--- config.mk ---
export PLATFORM = sky130hd
export DESIGN_NAME = writeback_stage
export DESIGN_NICKNAME = d
export VERILOG_FILES = /design/src/rtl/writeback_stage.sv
export SDC_FILE = /design/constraint.sdc
export NUM_CORES = 1
export LEC_CHECK = 0
export ABC_CLOCK_PERIOD_IN_PS = 4900
export CAP_MARGIN = 40
export CORE_UTILIZATION = 34
export DETAILED_ROUTE_END_ITERATION = 8
export SLEW_MARGIN = 20
export SYNTH_ARGS = -nofsm -noshare
export SYNTH_HDL_FRONTEND = slang
export SYNTH_SLANG_ARGS = --single-unit
--- constraint.sdc ---
create_clock -name clk -period 4.9 [get_ports clk]
set_input_delay 0.49 -clock clk [delete_from_list [all_inputs] [get_ports clk]]
set_output_delay 0.49 -clock clk [all_outputs]
set_load 0.005 [all_outputs]
--- src/rtl/writeback_stage.sv ---
// Final pipeline stage: formats load data, picks the result source and merges
// divider results into the single register-file write port via a 1-entry buffer.
module writeback_stage #(
    parameter int XLEN         = 32,
    parameter int STARVE_LIMIT = 4
) (
    input  logic            clk,
    input  logic            rst,
    input  logic            mem_valid,
    input  logic            mem_reg_wr,
    input  logic [4:0]      mem_rd,
    input  logic [1:0]      mem_wb_sel,
    input  logic [2:0]      mem_funct3,
    input  logic [XLEN-1:0] mem_alu_result,
    input  logic [XLEN-1:0] mem_load_data,
    input  logic [XLEN-1:0] mem_pc_plus4,
    output logic            wb_stall,
    input  logic            div_valid,
    input  logic [4:0]      div_rd,
    input  logic [XLEN-1:0] div_result,
    output logic            div_ready,
    output logic            wr_en,
    output logic [4:0]      wr_addr,
    output logic [XLEN-1:0] wr_data
);

    localparam int CW = $clog2(STARVE_LIMIT) + 1;
    localparam logic [CW-1:0] STARVE_MAX = CW'(STARVE_LIMIT - 1);

    logic            wr_en_q, wr_en_d;
    logic [4:0]      wr_addr_q, wr_addr_d;
    logic [XLEN-1:0] wr_data_q, wr_data_d;
    logic            buf_valid_q, buf_valid_d;
    logic [4:0]      buf_rd_q, buf_rd_d;
    logic [XLEN-1:0] buf_data_q, buf_data_d;
    logic [CW-1:0]   starve_q, starve_d;

    logic [1:0]      off;
    logic [7:0]      ld_byte;
    logic [15:0]     ld_half;
    logic [XLEN-1:0] ld_fmt;
    logic [XLEN-1:0] p_data;
    logic            p_wr;
    logic            div_acc;
    logic            div_live;

    always_comb begin
        off     = mem_alu_result[1:0];
        ld_byte = mem_load_data[8*off +: 8];
        ld_half = off[1] ? mem_load_data[31:16] : mem_load_data[15:0];
        ld_fmt  = mem_load_data;
        case (mem_funct3)
            3'd0:    ld_fmt = {{(XLEN-8){ld_byte[7]}}, ld_byte};
            3'd1:    ld_fmt = {{(XLEN-16){ld_half[15]}}, ld_half};
            3'd4:    ld_fmt = {{(XLEN-8){1'b0}}, ld_byte};
            3'd5:    ld_fmt = {{(XLEN-16){1'b0}}, ld_half};
            default: ld_fmt = mem_load_data;
        endcase
    end

    always_comb begin
        case (mem_wb_sel)
            2'd1:    p_data = ld_fmt;
            2'd2:    p_data = mem_pc_plus4;
            default: p_data = mem_alu_result;
        endcase
    end

    // Stall only to let a starved buffered divider result drain.
    assign wb_stall  = buf_valid_q && (starve_q >= STARVE_MAX);
    assign div_ready = !buf_valid_q;
    assign div_acc   = div_valid && div_ready;
    assign div_live  = div_acc && (div_rd != 5'd0);
    assign p_wr      = mem_valid && mem_reg_wr && (mem_rd != 5'd0) && !wb_stall;

    always_comb begin
        wr_en_d     = 1'b0;
        wr_addr_d   = wr_addr_q;
        wr_data_d   = wr_data_q;
        buf_valid_d = buf_valid_q;
        buf_rd_d    = buf_rd_q;
        buf_data_d  = buf_data_q;
        if (p_wr) begin
            wr_en_d   = 1'b1;
            wr_addr_d = mem_rd;
            wr_data_d = p_data;
            // Pipeline result is younger; an older divider value to the same rd dies.
            if (buf_valid_q && buf_rd_q == mem_rd) begin
                buf_valid_d = 1'b0;
            end else if (div_live && div_rd != mem_rd) begin
                buf_valid_d = 1'b1;
                buf_rd_d    = div_rd;
                buf_data_d  = div_result;
            end
        end else if (buf_valid_q) begin
            wr_en_d     = 1'b1;
            wr_addr_d   = buf_rd_q;
            wr_data_d   = buf_data_q;
            buf_valid_d = 1'b0;
        end else if (div_live) begin
            wr_en_d   = 1'b1;
            wr_addr_d = div_rd;
            wr_data_d = div_result;
        end
    end

    always_comb begin
        starve_d = '0;
        if (buf_valid_q && buf_valid_d && starve_q != {CW{1'b1}}) begin
            starve_d = starve_q + 1'b1;
        end else if (buf_valid_q && buf_valid_d) begin
            starve_d = starve_q;
        end
    end

    always_ff @(posedge clk or posedge rst) begin
        if (rst) begin
            wr_en_q     <= 1'b0;
            wr_addr_q   <= '0;
            wr_data_q   <= '0;
            buf_valid_q <= 1'b0;
            buf_rd_q    <= '0;
            buf_data_q  <= '0;
            starve_q    <= '0;
        end else begin
            wr_en_q     <= wr_en_d;
            wr_addr_q   <= wr_addr_d;
            wr_data_q   <= wr_data_d;
            buf_valid_q <= buf_valid_d;
            buf_rd_q    <= buf_rd_d;
            buf_data_q  <= buf_data_d;
            starve_q    <= starve_d;
        end
    end

    assign wr_en   = wr_en_q;
    assign wr_addr = wr_addr_q;
    assign wr_data = wr_data_q;

endmodule
## After elaboration in Yosys (flattened, before gate mapping)

Index checks and enable logic that the tools add are counted.

| word-level totals | value |
|---|---|
| flip-flop bits (word level) | 79 |
| memories kept | 0 |
| bits in latches | 0 |
| word-level logic and storage cells | 54 |
| output and inout port bits | 40 |
| bits in read-only memories | 0 |
| input bits | 148 |
| RAM bits | 0 |

| cells by class | value |
|---|---|
| magnitude comparators | 1 |
| add/sub/neg operators | 1 |
| bitwise operators | 1 |
| reductions and logical operators | 17 |
| equal/unequal tests | 9 |
| multiply operators | 0 |
| divide/modulo/power cells | 0 |
| shift operators | 1 |
| multiplexer cells | 17 |

Operator list:

| kind | count |
|---|---|
| $pmux W32 S4 | 1 |
| $mux W32 | 3 |
| $pmux W32 S2 | 1 |
| $shiftx A32 B6 Y8 | 1 |
| $mux W16 | 1 |
| $mux W5 | 3 |
| $logic_and A1 B1 Y1 | 10 |
| $reduce_bool A5 Y1 | 2 |
| $eq A3 B3 Y1 const B | 2 |
| $mux W1 | 6 |
| $mux W3 | 2 |
| $eq A5 B5 Y1 | 1 |
| $ne A5 B5 Y1 | 1 |
| $add A3 B1 Y3 const B | 1 |
| $eq A3 B1 Y1 const B | 1 |
| $ge A3 B2 Y1 const B | 1 |
| $logic_not A3 Y1 | 1 |
| $ne A3 B3 Y1 const B | 1 |
| $reduce_and A3 Y1 | 1 |
| $reduce_bool A3 Y1 | 1 |
| $eq A2 B1 Y1 const B | 1 |
| $eq A2 B2 Y1 const B | 1 |
| $logic_not A1 Y1 | 2 |
| $ne A2 B1 Y1 const B | 1 |
| $not A1 Y1 | 1 |

## Logic depth before layout (Yosys ltp)

| depth | value |
|---|---|
| depth after elaboration | 10 |
| depth in mapped cells | 9 |
| depth with buffers taken out | 8 |

## Least setup slack after synthesis

No wires, ideal clock.

| timing | value |
|---|---|
| kind | input to register |
| from | input port mem_rd[3] |
| to | register buf_data_q[0] |
| buffers on the path | 2 |
| setup slack | 2.595 ns |
| data arrival time | 2.179 ns |
| data required time | 4.775 ns |
| stages | 7 |
| library setup time | 0.125 ns |
| cells stage by stage | or4_4 o211a_4 o311ai_2 and4b_1 buf_6 buf_12 mux2_4 |

| between the ends | value |
|---|---|
| word-level cells in the longest chain between the ends | 4 |
| elaborated cells on any way between the ends | 9 |
| classes of those cells | eq/ne (2); bitwise (1); reduce/logical (6) |

Ends and longest elaborated chain:

| what | RTL line | text |
|---|---|---|
| start: declaration | 11 | `input logic [4:0] mem_rd,` |
| $eq A5 B5 Y1 or $reduce_bool A5 Y1 (tied branches) | 88, 74 |  |
| $logic_and A1 B1 Y1, on equally long branches | 88, 74 |  |
| $not A1 Y1 (no source line) or $logic_and A1 B1 Y1 (tied branches) | - |  |
| $reduce_and A3 Y1 (no source line) (*) | - |  |
| end signal: assignment | 131 | `buf_data_q <= buf_data_d;` |
| end: declaration | 35 | `logic [XLEN-1:0] buf_data_q, buf_data_d;` |

Every way passes the cells marked *; elsewhere a longest branch is shown, timed or not.
A chain may end at the register's enable or synchronous reset.

## Worst setup path after layout

| timing | value |
|---|---|
| from | register starve_q[0] |
| to | register buf_rd_q[2] |

| between the ends | value |
|---|---|
| word-level cells in the longest chain between the ends | 5 |

Ends and longest elaborated chain:

| what | RTL line | text |
|---|---|---|
| start: declaration | 36 | `logic [CW-1:0] starve_q, starve_d;` |
| start signal: assignment | 132 | `starve_q <= starve_d;` |
| $ge A3 B2 Y1 | 70 | `assign wb_stall = buf_valid_q && (starve_q >= STARVE_MAX);` |
| $logic_and A1 B1 Y1 | 70 |  |
| $logic_not A1 Y1 | 74 | `assign p_wr = mem_valid && mem_reg_wr && (mem_rd != 5'd0) && !wb_stall;` |
| $logic_and A1 B1 Y1 | 74 |  |
| $reduce_and A3 Y1 (no source line) | - |  |
| end signal: assignment | 130 | `buf_rd_q <= buf_rd_d;` |
| end: declaration | 34 | `logic [4:0] buf_rd_q, buf_rd_d;` |

No other way between the ends.

==> out/metrics.cfg <==
[logic_synthesis]
synthCells = 535
ys_types = 56
syn_area_um2 = 5250
synthFlopType = dfrtp_1
synth_warnings = 0
ys_seq_area_share_pct = 37.7
syn_nets = 688
post_synth.cell_area_avg_um2 = 9.81
async_flop_share_pct = 100
synth_edf_count = 0
yosys_register_bits = 79

[critical_path]
path_buf_inv = 1
cp_slowest_cell = and4b_2
crit_path_end_kind = register
start_kind = register
ff2ff_path_depth = 8
startpoint = starve_q[0]$_DFFE_PP0P_
worst-path-max-fanout = 22
crit_type = register to register
critical-path-max-stage-delay_ps = 840
r2r_end = buf_rd_q[2]$_DFFE_PP0P_
crit_top_cell = ha_1
cp_data_arrival_time_ps = 3490
required_ps = 5120
r2r_slack_ps = 1640
critical-path-top-delay-family = simple AND/OR/NAND/NOR gates
crit_chain = ha_1 -> ha_1 -> a211o_2 -> nand2_1 -> o311ai_2 -> and4b_2 -> buf_4 -> mux2_2
r2r-start = starve_q[0]$_DFFE_PP0P_

[sta]
hold_viol = 0
finalMaxSlewViolations = 0
period_needed_ps = 3260
setup_tns_ps = 0
finalCritPeriodShare_pct = 66.6
worst_slew_pin_slew_ps = 823
skew_ps = 5.20
setup_viol = 0
rsz0062_at_grt = false
fmaxAchievable_mhz = 306
slew-limit-headroom_pct = 45.1

[finish]
syn_to_final_growth_pct = 44.8
final_common_cell = clkdlybuf4s50_1
most-common-layout-cells = clkdlybuf4s50_1, dfrtp_1, a21oi_1
antenna_cells = 0
finish.utilization_pct = 50.2
drive_gt1_share_pct = 14.2
final_nets = 857

[worst_hold_path]
hold_class = register to register
hp-start = wr_addr[2]$_DFFE_PP0P_
hold_path_end = wr_addr[2]$_DFFE_PP0P_
hold_depth = 2

[clock_tree]
htreeDepth = 3
cts_resized = 0
post_cts_buffers = 0
clockBufferDepth = 2
insertion_delay_ps = 340
cts_tree = yes
clk_pin_slew_worst_paths_ps = 60
cts_hold_buffers = 0
cts-buffers-inserted = 9
root_buffer = clkbuf_16
cts.sinks = 79

[global_route]
grt_max_degree = 36
first_global_vias = 5163
grt_pass1_wl_um = 28800
antenna_found_initial = 0
grt_usage_pct = 23.6
grt_overflow = 0

[job]
drv_cap = 0

[floorplan]
core_area_um2 = 15100
die_w_um = 126
die_area_um2 = 15900
die_h_um = 126
start_util_pct = 34.7
pin_count = 188
row_count = 45

[placed_design]
dpl.hpwl_um = 14100
gp_congestion = 0.938
io_buffers = 187

[drt]
drt_iter0_markers = 331
routed_via_density = 5.72
drt-total-wl_um = 18700
vias = 5130
drt_first_pass_iters = 5
wl_per_cell_um = 20.9
drtAntennaViolNets = 0
route.detailed.drc = 0

[pwr]
powerDensity_nw_per_um2 = 292
leakage_nw = 2.98
peakVddDrop_mv = 0.166

[status]
outcome = complete, no violations

-- kinds of logic after synthesis --
group           count (synthesis)  share of synthesized area [%]
compound gates                190                           24.6
mux                            79                           18.8
flops                          79                           37.7
fa+ha+maj                       5                           1.19
simple gates                  111                           10.5
buf+inv                        60                           5.39
xor+xnor                       11                           1.84
-- sequential cells by signal, summed over array words and instances (netlist names) --
signal / cells
buf_data_q: 32
buf_rd_q: 5
buf_valid_q: 1
starve_q: 3
wr_addr: 5
wr_data: 32
wr_en: 1
-- through the flow --
| step | cells | area (um2) | setup slack, ps | power (W) | hold slack (ps) |
|---|---|---|---|---|---|
| floorplan | 535 | 5250 | 2390 | 0.00120 | 473 |
| global placement | 875 | 7200 | 1470 | 0.00153 | 472 |
| detailed placement | 879 | 7270 | 1490 | 0.00155 | 479 |
| CTS | 895 | 7570 | 1610 | 0.00223 | 492 |
| global route | 897 | 7600 | 1460 | 0.00233 | 517 |
| finish | 897 | 7600 | 1640 | 0.00222 | 480 |
-- worst reg2reg max path: stages, from the launching register on --
cell and delay, ps:
dfrtp_1 410, ha_1 240, ha_1 180, a211o_2 310, nand2_1 190, o311ai_2 150, and4b_2 840, buf_4 440
mux2_2 380
-- per-layer routing --
layer  wire (um)  vias up  part of all wire (%)  global-route usage, %
li1            -     2338                     -                      -
met1        8300     2470                    44                   32.4
met2        8560      274                    46                   37.2
met5           0        -                     0                      0
met4         485        0                   2.6                   8.22
met3        1400       48                   7.5                   4.21
-- cell usage after synthesis, types with 2 or more instances --
| cell type | count | area share, % |
|---|---|---|
| a211oi_1 | 13 | 1.9 |
| a21oi_1 | 51 | 4.9 |
| a221o_1 | 6 | 1.1 |
| a221oi_1 | 6 | 1.0 |
| a2bb2oi_1 | 16 | 2.7 |
| a31oi_1 | 5 | 0.60 |
| and2_1 | 17 | 2.0 |
| buf_1 | 4 | 0.29 |
| buf_12 | 3 | 1.1 |
| clkbuf_1 | 33 | 2.4 |
| dfrtp_1 | 79 | 38 |
| ha_1 | 5 | 1.2 |
| inv_1 | 17 | 1.2 |
| mux2_2 | 28 | 6.0 |
| mux2_4 | 30 | 8.6 |
| mux2i_1 | 20 | 3.8 |
| nand2_1 | 11 | 0.79 |
| nand2b_1 | 3 | 0.36 |
| nand3_1 | 8 | 0.76 |
| nand4_1 | 2 | 0.24 |
| nor2_1 | 47 | 3.4 |
| nor2b_1 | 5 | 0.60 |
| nor3_1 | 7 | 0.67 |
| o211ai_1 | 17 | 2.4 |
| o21ai_0 | 38 | 3.6 |
| o221ai_1 | 11 | 1.8 |
| o22a_1 | 9 | 1.5 |
| o2bb2ai_1 | 2 | 0.33 |
| o31ai_1 | 5 | 0.72 |
| or3_2 | 2 | 0.29 |
| xnor2_1 | 6 | 1.0 |
| xor2_1 | 5 | 0.83 |
-- where the power goes --
part           internal [W]  switching (W)  leakage, nW  total (W)
clock              0.000397       0.000284        0.135   0.000681
sequential         0.000777      0.0000837        0.940   0.000860
combinational      0.000409       0.000273         1.90   0.000682
total               0.00158       0.000640         2.98    0.00222
-- area by class of cell --
cell class | count | area [um2]
clock buffer | 10 | 229
multi-input combinational | 396 | 3000
clock inverter | 6 | 70.1
fill | 1390 | 7540
inverter | 18 | 68.8
timing repair buffer | 200 | 2020
tap | 188 | 235
sequential | 79 | 1980
-- worst max-delay path by stage --
stage | to | depth (start not counted)
after floorplan | buf_data_q[0]$_DFFE_PP0P_ | 1
after global placement | wr_data[31]$_DFFE_PP0P_ | 6
after detailed placement | buf_rd_q[2]$_DFFE_PP0P_ | 7
after CTS | buf_rd_q[2]$_DFFE_PP0P_ | 8
after global routing | buf_rd_q[2]$_DFFE_PP0P_ | 8
final | buf_rd_q[2]$_DFFE_PP0P_ | 8
Power figures use the tool's default switching activity.
